### config.mk
export PLATFORM = sky130hd
export DESIGN_NAME = wb_trace_fifo
export DESIGN_NICKNAME = d
export VERILOG_FILES = /design/src/rtl/wb_trace_fifo.sv
export SDC_FILE = /design/constraint.sdc
export NUM_CORES = 1
export LEC_CHECK = 0
export ABC_AREA = 1
export CAP_MARGIN = 20
export CORE_MARGIN = 10
export CORE_UTILIZATION = 53
export DETAILED_ROUTE_END_ITERATION = 16
export HOLD_SLACK_MARGIN = 0.08
export PLACE_DENSITY = 0.83
export SKIP_CTS_REPAIR_TIMING = 1
export SLEW_MARGIN = 20
export SYNTH_ARGS = -nofsm -noshare
export SYNTH_HDL_FRONTEND = slang
export SYNTH_SLANG_ARGS = --single-unit
### constraint.sdc
create_clock -name clk -period 4.6 [get_ports clk]
set_clock_uncertainty 0.2 [all_clocks]
set_input_delay 0.92 -clock clk [delete_from_list [all_inputs] [get_ports clk]]
set_output_delay 0.92 -clock clk [all_outputs]
set_load 0.005 [all_outputs]
### src/rtl/wb_trace_fifo.sv
// Writeback trace FIFO: captures retired-instruction records from the CPU WB stage
// and presents them first-word-fall-through on a valid/ready stream with drop statistics.
module wb_trace_fifo #(
   parameter int DEPTH       = 8,
   parameter bit ONLY_WRITES = 1'b0
) (
   input  logic                     clk,
   input  logic                     reset,
   input  logic                     wb_have_inst,
   input  logic [31:0]              wb_pc,
   input  logic                     wb_ena,
   input  logic [4:0]               wb_reg,
   input  logic [31:0]              wb_value,
   output logic                     out_valid,
   input  logic                     out_ready,
   output logic [31:0]              out_pc,
   output logic                     out_ena,
   output logic [4:0]               out_reg,
   output logic [31:0]              out_value,
   output logic [$clog2(DEPTH):0]   count,
   output logic                     overflow,
   input  logic                     clr_ovf,
   output logic [15:0]              drop_cnt,
   output logic [31:0]              retire_cnt
);

   localparam int AW = $clog2(DEPTH);
   localparam int CW = AW + 1;
   localparam logic [CW-1:0] DEPTH_C = CW'(DEPTH);

   logic [31:0]   mem_pc_r    [DEPTH];
   logic          mem_ena_r   [DEPTH];
   logic [4:0]    mem_reg_r   [DEPTH];
   logic [31:0]   mem_value_r [DEPTH];

   logic [AW-1:0] wr_ptr_r;
   logic [AW-1:0] rd_ptr_r;
   logic [CW-1:0] count_r;
   logic          overflow_r;
   logic [15:0]   drop_cnt_r;
   logic [31:0]   retire_cnt_r;

   logic          qual_s;
   logic          full_s;
   logic          pop_s;
   logic          push_s;
   logic          drop_s;

   assign qual_s = wb_have_inst && (!ONLY_WRITES || (wb_ena && (wb_reg != 5'd0)));
   assign full_s = (count_r == DEPTH_C);
   assign pop_s  = out_valid && out_ready;
   assign push_s = qual_s && (!full_s || pop_s);
   assign drop_s = qual_s && full_s && !pop_s;

   // Record storage; fields undefined when ena=0 are stored as zero.
   always_ff @(posedge clk) begin
      if (push_s) begin
         mem_pc_r[wr_ptr_r]    <= wb_pc;
         mem_ena_r[wr_ptr_r]   <= wb_ena;
         mem_reg_r[wr_ptr_r]   <= wb_ena ? wb_reg : 5'd0;
         mem_value_r[wr_ptr_r] <= wb_ena ? wb_value : 32'd0;
      end
   end

   // Pointers and occupancy; full and empty are told apart by count alone.
   always_ff @(posedge clk or posedge reset) begin
      if (reset) begin
         wr_ptr_r <= {AW{1'b0}};
         rd_ptr_r <= {AW{1'b0}};
         count_r  <= {CW{1'b0}};
      end else begin
         if (push_s) wr_ptr_r <= wr_ptr_r + AW'(1);
         if (pop_s)  rd_ptr_r <= rd_ptr_r + AW'(1);
         case ({push_s, pop_s})
            2'b10:   count_r <= count_r + CW'(1);
            2'b01:   count_r <= count_r - CW'(1);
            default: count_r <= count_r;
         endcase
      end
   end

   // Loss and retire statistics; a drop in the same cycle as clr_ovf wins.
   always_ff @(posedge clk or posedge reset) begin
      if (reset) begin
         overflow_r   <= 1'b0;
         drop_cnt_r   <= 16'd0;
         retire_cnt_r <= 32'd0;
      end else begin
         if (drop_s) begin
            overflow_r <= 1'b1;
            if (clr_ovf)                   drop_cnt_r <= 16'd1;
            else if (drop_cnt_r != 16'hFFFF) drop_cnt_r <= drop_cnt_r + 16'd1;
         end else if (clr_ovf) begin
            overflow_r <= 1'b0;
            drop_cnt_r <= 16'd0;
         end
         if (wb_have_inst) retire_cnt_r <= retire_cnt_r + 32'd1;
      end
   end

   // Head record falls through from storage and reads zero while empty.
   always_comb begin
      out_pc    = 32'd0;
      out_ena   = 1'b0;
      out_reg   = 5'd0;
      out_value = 32'd0;
      if (count_r != {CW{1'b0}}) begin
         out_pc    = mem_pc_r[rd_ptr_r];
         out_ena   = mem_ena_r[rd_ptr_r];
         out_reg   = mem_reg_r[rd_ptr_r];
         out_value = mem_value_r[rd_ptr_r];
      end else begin
         out_pc    = 32'd0;
         out_ena   = 1'b0;
         out_reg   = 5'd0;
         out_value = 32'd0;
      end
   end

   assign out_valid  = (count_r != {CW{1'b0}});
   assign count      = count_r;
   assign overflow   = overflow_r;
   assign drop_cnt   = drop_cnt_r;
   assign retire_cnt = retire_cnt_r;

endmodule

# == After elaboration in Yosys (flattened, before gate mapping) ==
# Memories as Yosys holds them, arrays and structs flattened.
# Cells that the tools add are included.
# Widths: inputs -> output; s select.
# classes
n_reduce_logical,12
eq_ne,4
addsub,6
n_mux,15
# ops
op,n
$mux 32,3
$mux 16,4
$add 32x1->32 const B,1
$add 16x1->16 const B,1
$ne 16x16->1 const B,1
$mux 5,2
$pmux 4 s2,1
$add 3x1->3 const B,2
$reduce_bool 2->1,3
$mux 1,5
$add 4x1->4 const B,1
$eq 4x4->1 const B,1
$logic_and 1x1->1,4
$reduce_bool 4->1,1
$sub 4x1->4 const B,1
$eq 2x1->1 const B,1
$eq 2x2->1 const B,1
$logic_not 1->1,2
$reduce_and 2->1,1
$logic_or 1x1->1,1
# word_totals
mem_count,4
input_bits,75
reg_bits,59
mem_bits_rw,560
# mem_list
memory,words,word_bits,read_ports,rd_ports_with_merged_regs,wr,line,source
mem_pc_r,8,32,1,0,1,31,logic [31:0] mem_pc_r [DEPTH];
mem_value_r,8,32,1,0,1,34,logic [31:0] mem_value_r [DEPTH];
mem_reg_r,8,5,1,0,1,33,logic [4:0] mem_reg_r [DEPTH];
mem_ena_r,8,1,1,0,1,32,logic mem_ena_r [DEPTH];

# == Logic depth before layout (Yosys ltp) ==
# Gate-level depths: netlist (run 1).
# depth
ltp_word,6
ltp_mapped,16
depth_no_buf,16

# == Least setup slack after synthesis (run 1) ==
# OpenSTA, ideal clock, no wires.
# synth_timing
kind,input to register
start,input wb_have_inst
end,"memory mem_ena_r[0], enable pin"
setup_slack_ns,-0.527
setup_time_ns,0.498
path_stages,4
t_arrival_ns,4.428
path_cell_list,buf_2 > nand2_1 > or2_2 > nor2_1
# synth_between
elab_chain_cells,3
# synth_lines
element,line,source
"start, declared",9,"input logic wb_have_inst,"
$logic_and 1x1->1,52,assign push_s = qual_s && (!full_s || pop_s);
$mux 1,57,if (push_s) begin
$mux 1 (not written as such),59,mem_ena_r[wr_ptr_r] <= wb_ena;
"end, declared",32,
# No other way between the ends.

# == Worst setup path in the final report (run 1) ==
# layout_timing
start,register rd_ptr_r[0]
end,output out_value[27]
# layout_between
elab_chain_cells,2
# layout_lines
element,line,source
"start, declared",37,logic [AW-1:0] rd_ptr_r;
"start signal, assigned",69,rd_ptr_r <= {AW{1'b0}};
"start signal, assigned",73,if (pop_s) rd_ptr_r <= rd_ptr_r + AW'(1);
$mem_v2 8x32,--,
$mux 32,107,if (count_r != {CW{1'b0}}) begin
"end, declared",19,"output logic [31:0] out_value,"
# No other way between the ends.

==> results of run 1 <==
## area by class of cell
| cell class | count | area, sq um |
|---|---|---|
| fill | 3385 | 17390 |
| clock inverter | 40 | 452.9 |
| clock buffer | 69 | 1535 |
| inverter | 92 | 357.8 |
| multi-input combinational | 1335 | 6246 |
| antenna | 3 | 7.507 |
| timing repair buffer | 235 | 2490 |
| tap | 615 | 769.5 |
| sequential | 619 | 18300 |
## stage by stage
step	std cells	TNS, ns
global placement	2895	0
detailed placement	2895	0
floorplan	2169	-147.47
CTS	3004	0
global route	3006	-0.03066
finish	3008	0
## flip-flops by register name, indices dropped and copies added (netlist names), 3 cells and up
register / flops
mem_pc_r: 256
rd_ptr_r: 3
mem_ena_r: 8
wr_ptr_r: 3
count: 4
mem_value_r: 256
drop_cnt: 16
mem_reg_r: 40
retire_cnt: 32
## cells by family after synthesis
kind of cell	Yosys count	share of synthesized area
AOI/OAI and AO/OA	441	0.09731
xor gates and xnor gates	31	0.01068
adders and majority gates	5	0.002461
buffers and inverters	215	0.03716
DFF	619	0.7196
and+or+nand+nor	858	0.1328
## cell usage after synthesis (3+ instances only)
cell type / instances
nor3_1: 9
a21oi_1: 3
nor2_1: 613
edfxtp_1: 560
o21ai_0: 248
dfrtp_1: 59
nand2_1: 177
buf_4: 3
nor2_2: 4
inv_2: 3
ha_1: 5
nand3_1: 22
buf_1: 13
clkbuf_1: 74
xnor2_1: 15
nand3b_1: 3
o32ai_1: 70
o21ai_1: 118
inv_1: 88
buf_2: 19
xor2_1: 16
buf_6: 12
nand2_2: 3
nand4_1: 22
## layout by cell type, fill, tap and decap left out, types with 5 or more instances in the layout
cell type,synthesis,layout
buf_4,3,19
clkbuf_1,74,9
bufinv_16,0,8
ha_1,5,5
nand4_1,22,22
nor2_2,4,5
inv_1,88,87
clkinv_2,0,11
clkinvlp_4,0,5
xnor2_1,15,15
o21ai_1,118,118
clkdlybuf4s50_1,0,196
nand3_1,22,22
nor2_1,613,604
xor2_1,16,16
buf_12,0,17
o21ai_0,248,248
clkinv_1,1,13
o32ai_1,70,70
dfrtp_1,59,56
edfxtp_1,560,560
clkbuf_16,0,60
nor3_1,9,9
nand2_1,177,177
nor2_4,1,9
## metal layers
metal / global-route usage / share of wire
met5: 0 / 0
met4: 0.07216 / 0.025
met1: 0.2771 / 0.40
met3: 0.03573 / 0.088
met2: 0.3458 / 0.48
## worst max-delay path, stage by stage, from the launching register on
cell and delay (ns):
dfrtp_4 0.66, clkinv_8 0.37, buf_4 0.42, nor2_1 0.10, o32ai_1 0.24, nor2_1 0.09
nor2_1 0.19, clkdlybuf4s50_1 0.55
## how the worst max path moves through the flow
stage,start,end,slack [ns],cells after the start
after global placement,rd_ptr_r[0],out_value[25],0.82,7
after floorplan,wb_have_inst,mem_ena_r[0],-0.53,4
after CTS,rd_ptr_r[0],out_value[27],0.05,7
final,rd_ptr_r[0],out_value[27],0.14,7
after global routing,rd_ptr_r[0],out_value[21],-0.03,7
after detailed placement,rd_ptr_r[0],out_value[27],0.78,7
## power by group through the flow
| stage | Sequential (uW) | Combinational [uW] | Clock (uW) |
|---|---|---|---|
| floorplan | 7190 | 3760 | 0 |
| global placement | 7320 | 6320 | 0 |
| detailed placement | 7350 | 6500 | 0 |
| CTS | 7240 | 6570 | 4990 |
| global route | 7270 | 7260 | 5240 |
| finish | 7210 | 6610 | 4940 |
==> flow_metrics.env, run 1 <==
export IMPL_setup_viol_count_final=0
export IMPL_syn_area_sq_um=25420
export IMPL_leakagePower_uw=0.01065
export IMPL_design_area_sq_um=30160
export IMPL_antenna_found_initial=2
export IMPL_cts_htree_levels=2
export IMPL_syn_avg_cell_area_sq_um=11.72
export IMPL_clk_latency_ns=0.63
export IMPL_dieArea_sq_um=57120
export IMPL_reg2reg_from="count[0]"
export IMPL_grt_overflow=0
export IMPL_syn_inst=2169
export IMPL_drc=0
export IMPL_std_cell_rows=80
export IMPL_whs_ns=0.2946
export IMPL_vias_per_cell=5.792
export IMPL_p_clk_frac=0.263
export IMPL_core_area_sq_um=47550
export IMPL_outcome="completed"
export IMPL_ir_drop_mv=0.4220
export IMPL_fmax_ghz=0.2244
export IMPL_synth_warnings=0
export IMPL_yosysTopAreaCell="edfxtp_1"
export IMPL_port_buffers=198
export IMPL_place_congestion=0.8577
export IMPL_routedWlPerCell_um=20.30
export IMPL_dpl_cell_area_sq_um=28130
export IMPL_yosysUniqueCellTypes=34
export IMPL_cts_sinks=619
export IMPL_hp_class="reg -> reg"
export IMPL_synth_seq_cells=619
export IMPL_worstHoldEndpoint="retire_cnt[13]"
export IMPL_holdPathStages=1
export IMPL_clockBufferDepth=3
export IMPL_power_density_nw_per_um2=622.0
export IMPL_grt_max_degree=171
export IMPL_cts_clk_slew_worst_paths_ns=0.06
export IMPL_firstDrtPassIters=5
export IMPL_critPathMaxFanout=90
export IMPL_cts_made_buffers=60
export IMPL_setup_worst_path_end_class="output port"
export IMPL_io_pins=199
export IMPL_path_class="reg -> out"
export IMPL_die_w_um=239.0
export IMPL_synth_area_leaders="edfxtp_1 (66%), nor2_1 (9.1%), dfrtp_1 (5.8%)"
export IMPL_ys_seq_area_frac=0.7196
export IMPL_grt_pass1_vias=17080
export IMPL_hp_start="retire_cnt[13]"
export IMPL_tightest_slew_ns=1.122
export IMPL_final_nets=2423
export IMPL_synth_nets=2249
export IMPL_area_delta_synth_final_pct=18.64
export IMPL_finalCritPeriodShare=0.9686
export IMPL_drive_above_1_share=0.06444
export IMPL_ant_nets=0
export IMPL_fin_util=0.6343
export IMPL_power_switching_uw=6392
export IMPL_p_total_uw=18760
export IMPL_synth_edf_count=560
export IMPL_cp_start_kind="register"
export IMPL_reg2reg_slack_ns=1.65
export IMPL_grt_usage=0.2096
export IMPL_initial_core_util=0.5347
export IMPL_intPower_uw=12370
export IMPL_grt_setup_unrepaired="true"
export IMPL_drt_wl_total_um=61070
export IMPL_yosysTopAreaCellShare=0.6615
export IMPL_cp_data_arrival_time_ns=3.34
export IMPL_seq_power_share=0.385
export IMPL_maxSlewViolCount=0
export IMPL_synthFlopType="edfxtp_1"
export IMPL_swShare=0.3408
export IMPL_cts_tree="yes"
export IMPL_grt_pass1_wl_um=94500
export IMPL_synth_async_reset_ratio=0.09532
export IMPL_post_place_ws_ns=0.7752
export IMPL_dp_final_hpwl_um=33650
export IMPL_max_cap_viol_count=0
export IMPL_r2r_worst_path_cells=16
export IMPL_critPathRequiredTime_ns=3.48
export IMPL_period_minus_slack_ns=4.455
export IMPL_reg2reg_to="count[2]"
export IMPL_setup_ws_ns=0.1446
export IMPL_drt_initial_drc_count=2109
export IMPL_hold_viol=0
export IMPL_relSlewSlack=0.2517
export IMPL_die_y_um=239.0
export IMPL_num_vias=17420
export IMPL_root_buffer="clkbuf_16"
export IMPL_pwr_share_comb=0.352
(Power assumes the default switching activity.)
==> inputs of run 2 (changes only) <==
--- a/config.mk
+++ b/config.mk
@@ -12,6 +12,7 @@
 export DETAILED_ROUTE_END_ITERATION = 16
 export HOLD_SLACK_MARGIN = 0.08
 export PLACE_DENSITY = 0.83
+export SETUP_SLACK_MARGIN = 0.5
 export SKIP_CTS_REPAIR_TIMING = 1
 export SLEW_MARGIN = 20
 export SYNTH_ARGS = -nofsm -noshare
==> flow_metrics.env, run 2 (synthesis gave the netlist of run 1 again) <==
export IMPL_finalSetupTns_ns=0
export IMPL_drt_wl_total_um=64330
export IMPL_core_area_sq_um=47550
export IMPL_vias_per_cell=5.835
export IMPL_cts_made_buffers=60
export IMPL_max_cap_viol_count=0
export IMPL_num_vias=17640
export IMPL_dp_final_hpwl_um=33650
export IMPL_cp_start_kind="register"
export IMPL_reg_top3="mem_pc_r x256, mem_value_r x256, mem_reg_r x40"
export IMPL_ir_drop_mv=0.4236
export IMPL_finalCritPeriodShare=0.8768
export IMPL_cts_htree_levels=2
export IMPL_reg2reg_from="count[0]"
export IMPL_dieArea_sq_um=57120
export IMPL_setup_viol_count_final=0
export IMPL_outcome="completed"
export IMPL_die_y_um=239.0
export IMPL_routedWlPerCell_um=21.27
export IMPL_port_buffers=198
export IMPL_worstHoldEndpoint="retire_cnt[13]"
export IMPL_firstDrtPassIters=6
export IMPL_grt_overflow=0
export IMPL_drc=0
export IMPL_dpl_cell_area_sq_um=28130
export IMPL_power_density_nw_per_um2=632.3
export IMPL_cts_clk_slew_worst_paths_ns=0.06
export IMPL_clockBufferDepth=3
export IMPL_grt_max_degree=171
export IMPL_tightest_slew_ns=1.037
export IMPL_setup_worst_path_end_class="output port"
export IMPL_area_delta_synth_final_pct=19.81
export IMPL_mostFrequentLayoutCells="nor2_1 (602), edfxtp_1 (560), o21ai_0 (248)"
export IMPL_relSlewSlack=0.3090
export IMPL_mostFrequentLayoutCell="nor2_1"
export IMPL_reg2reg_slack_ns=1.83
export IMPL_io_pins=199
export IMPL_whs_ns=0.2935
export IMPL_grt_usage=0.2096
export IMPL_critPathRequiredTime_ns=3.48
export IMPL_critPathMaxFanout=43
export IMPL_die_w_um=239.0
export IMPL_holdPathStages=1
export IMPL_final_nets=2439
export IMPL_drt_initial_drc_count=1982
export IMPL_cts_sinks=619
export IMPL_clk_latency_ns=0.63
export IMPL_place_congestion=0.8577
export IMPL_cts_tree="yes"
export IMPL_path_class="reg -> out"
export IMPL_root_buffer="clkbuf_16"
export IMPL_grt_pass1_wl_um=94500
export IMPL_design_area_sq_um=30460
export IMPL_std_cell_rows=80
export IMPL_reg2reg_to="count[2]"
export IMPL_r2r_worst_path_cells=16
export IMPL_antenna_found_initial=2
export IMPL_cp_data_arrival_time_ns=2.91
export IMPL_initial_core_util=0.5347
export IMPL_ant_nets=0
export IMPL_fmax_ghz=0.2479
export IMPL_hp_start="retire_cnt[13]"
export IMPL_grt_pass1_vias=17080
export IMPL_hold_viol=0
export IMPL_maxSlewViolCount=0
export IMPL_period_minus_slack_ns=4.033
export IMPL_drive_above_1_share=0.07149
export IMPL_hp_class="reg -> reg"
export IMPL_grt_setup_unrepaired="true"
export IMPL_leakagePower_uw=0.01079
## run 2: routing by layer
| layer | GRT usage | up-vias | wire (um) |
|---|---|---|---|
| met3 | 0.03573 | 118 | 5596 |
| met2 | 0.3458 | 854 | 31120 |
| li1 | - | 8022 | - |
| met5 | 0 | - | 0 |
| met4 | 0.07216 | 0 | 1526 |
| met1 | 0.2771 | 8650 | 26090 |
## run 2: layout make-up
| type | count | area [sq um] |
|---|---|---|
| inverters | 92 | 371.6 |
| multi-input cells | 1335 | 6256 |
| well taps | 615 | 769.5 |
| clock inverters | 40 | 452.9 |
| fillers | 3338 | 17090 |
| repair inverters | 1 | 11.26 |
| flip-flops and latches | 619 | 18300 |
| clock buffers | 69 | 1535 |
| diodes | 3 | 7.507 |
| repair buffers | 250 | 2750 |
## run 2: critical path, stage by stage (launching register included)
cell	delay (ns)
dfrtp_4	0.57
buf_4	0.21
clkbuf_16	0.28
nor2_1	0.08
nor2_1	0.08
o21ai_0	0.08
o21ai_1	0.10
o21ai_0	0.09
nor2_1	0.20
clkdlybuf4s50_1	0.55
## run 2: worst max-delay path by stage
stage	start	endpoint	slack (ns)	cells after the start
2_1_floorplan	wb_have_inst	mem_ena_r[0]	-0.53	4
3_3_place_gp	rd_ptr_r[0]	out_value[25]	0.82	7
3_5_place_dp	rd_ptr_r[0]	out_value[27]	0.78	7
4_1_cts	rd_ptr_r[0]	out_value[27]	0.05	7
5_1_grt	rd_ptr_r[0]	out_value[7]	0.48	9
6_report	rd_ptr_r[0]	out_reg[4]	0.57	9
## run 2: report_power, final
group	total (uW)	leakage [uW]	internal (uW)	switching (uW)
sequential	7160	0.00592	6880	283
clock	4940	0.000957	2850	2090
combinational	7150	0.00391	2850	4300
## run 2: stage by stage
step,std cells,total power [uW],utilization,setup slack (ns)
after floorplan,2169,10950,-,-0.5267
after global placement,2895,13640,0.5916,0.8238
after detailed placement,2895,13850,0.5916,0.7752
after CTS,3004,18800,0.6334,0.04749
after global routing,3022,20210,0.6404,0.4767
final,3024,19260,0.6406,0.5666
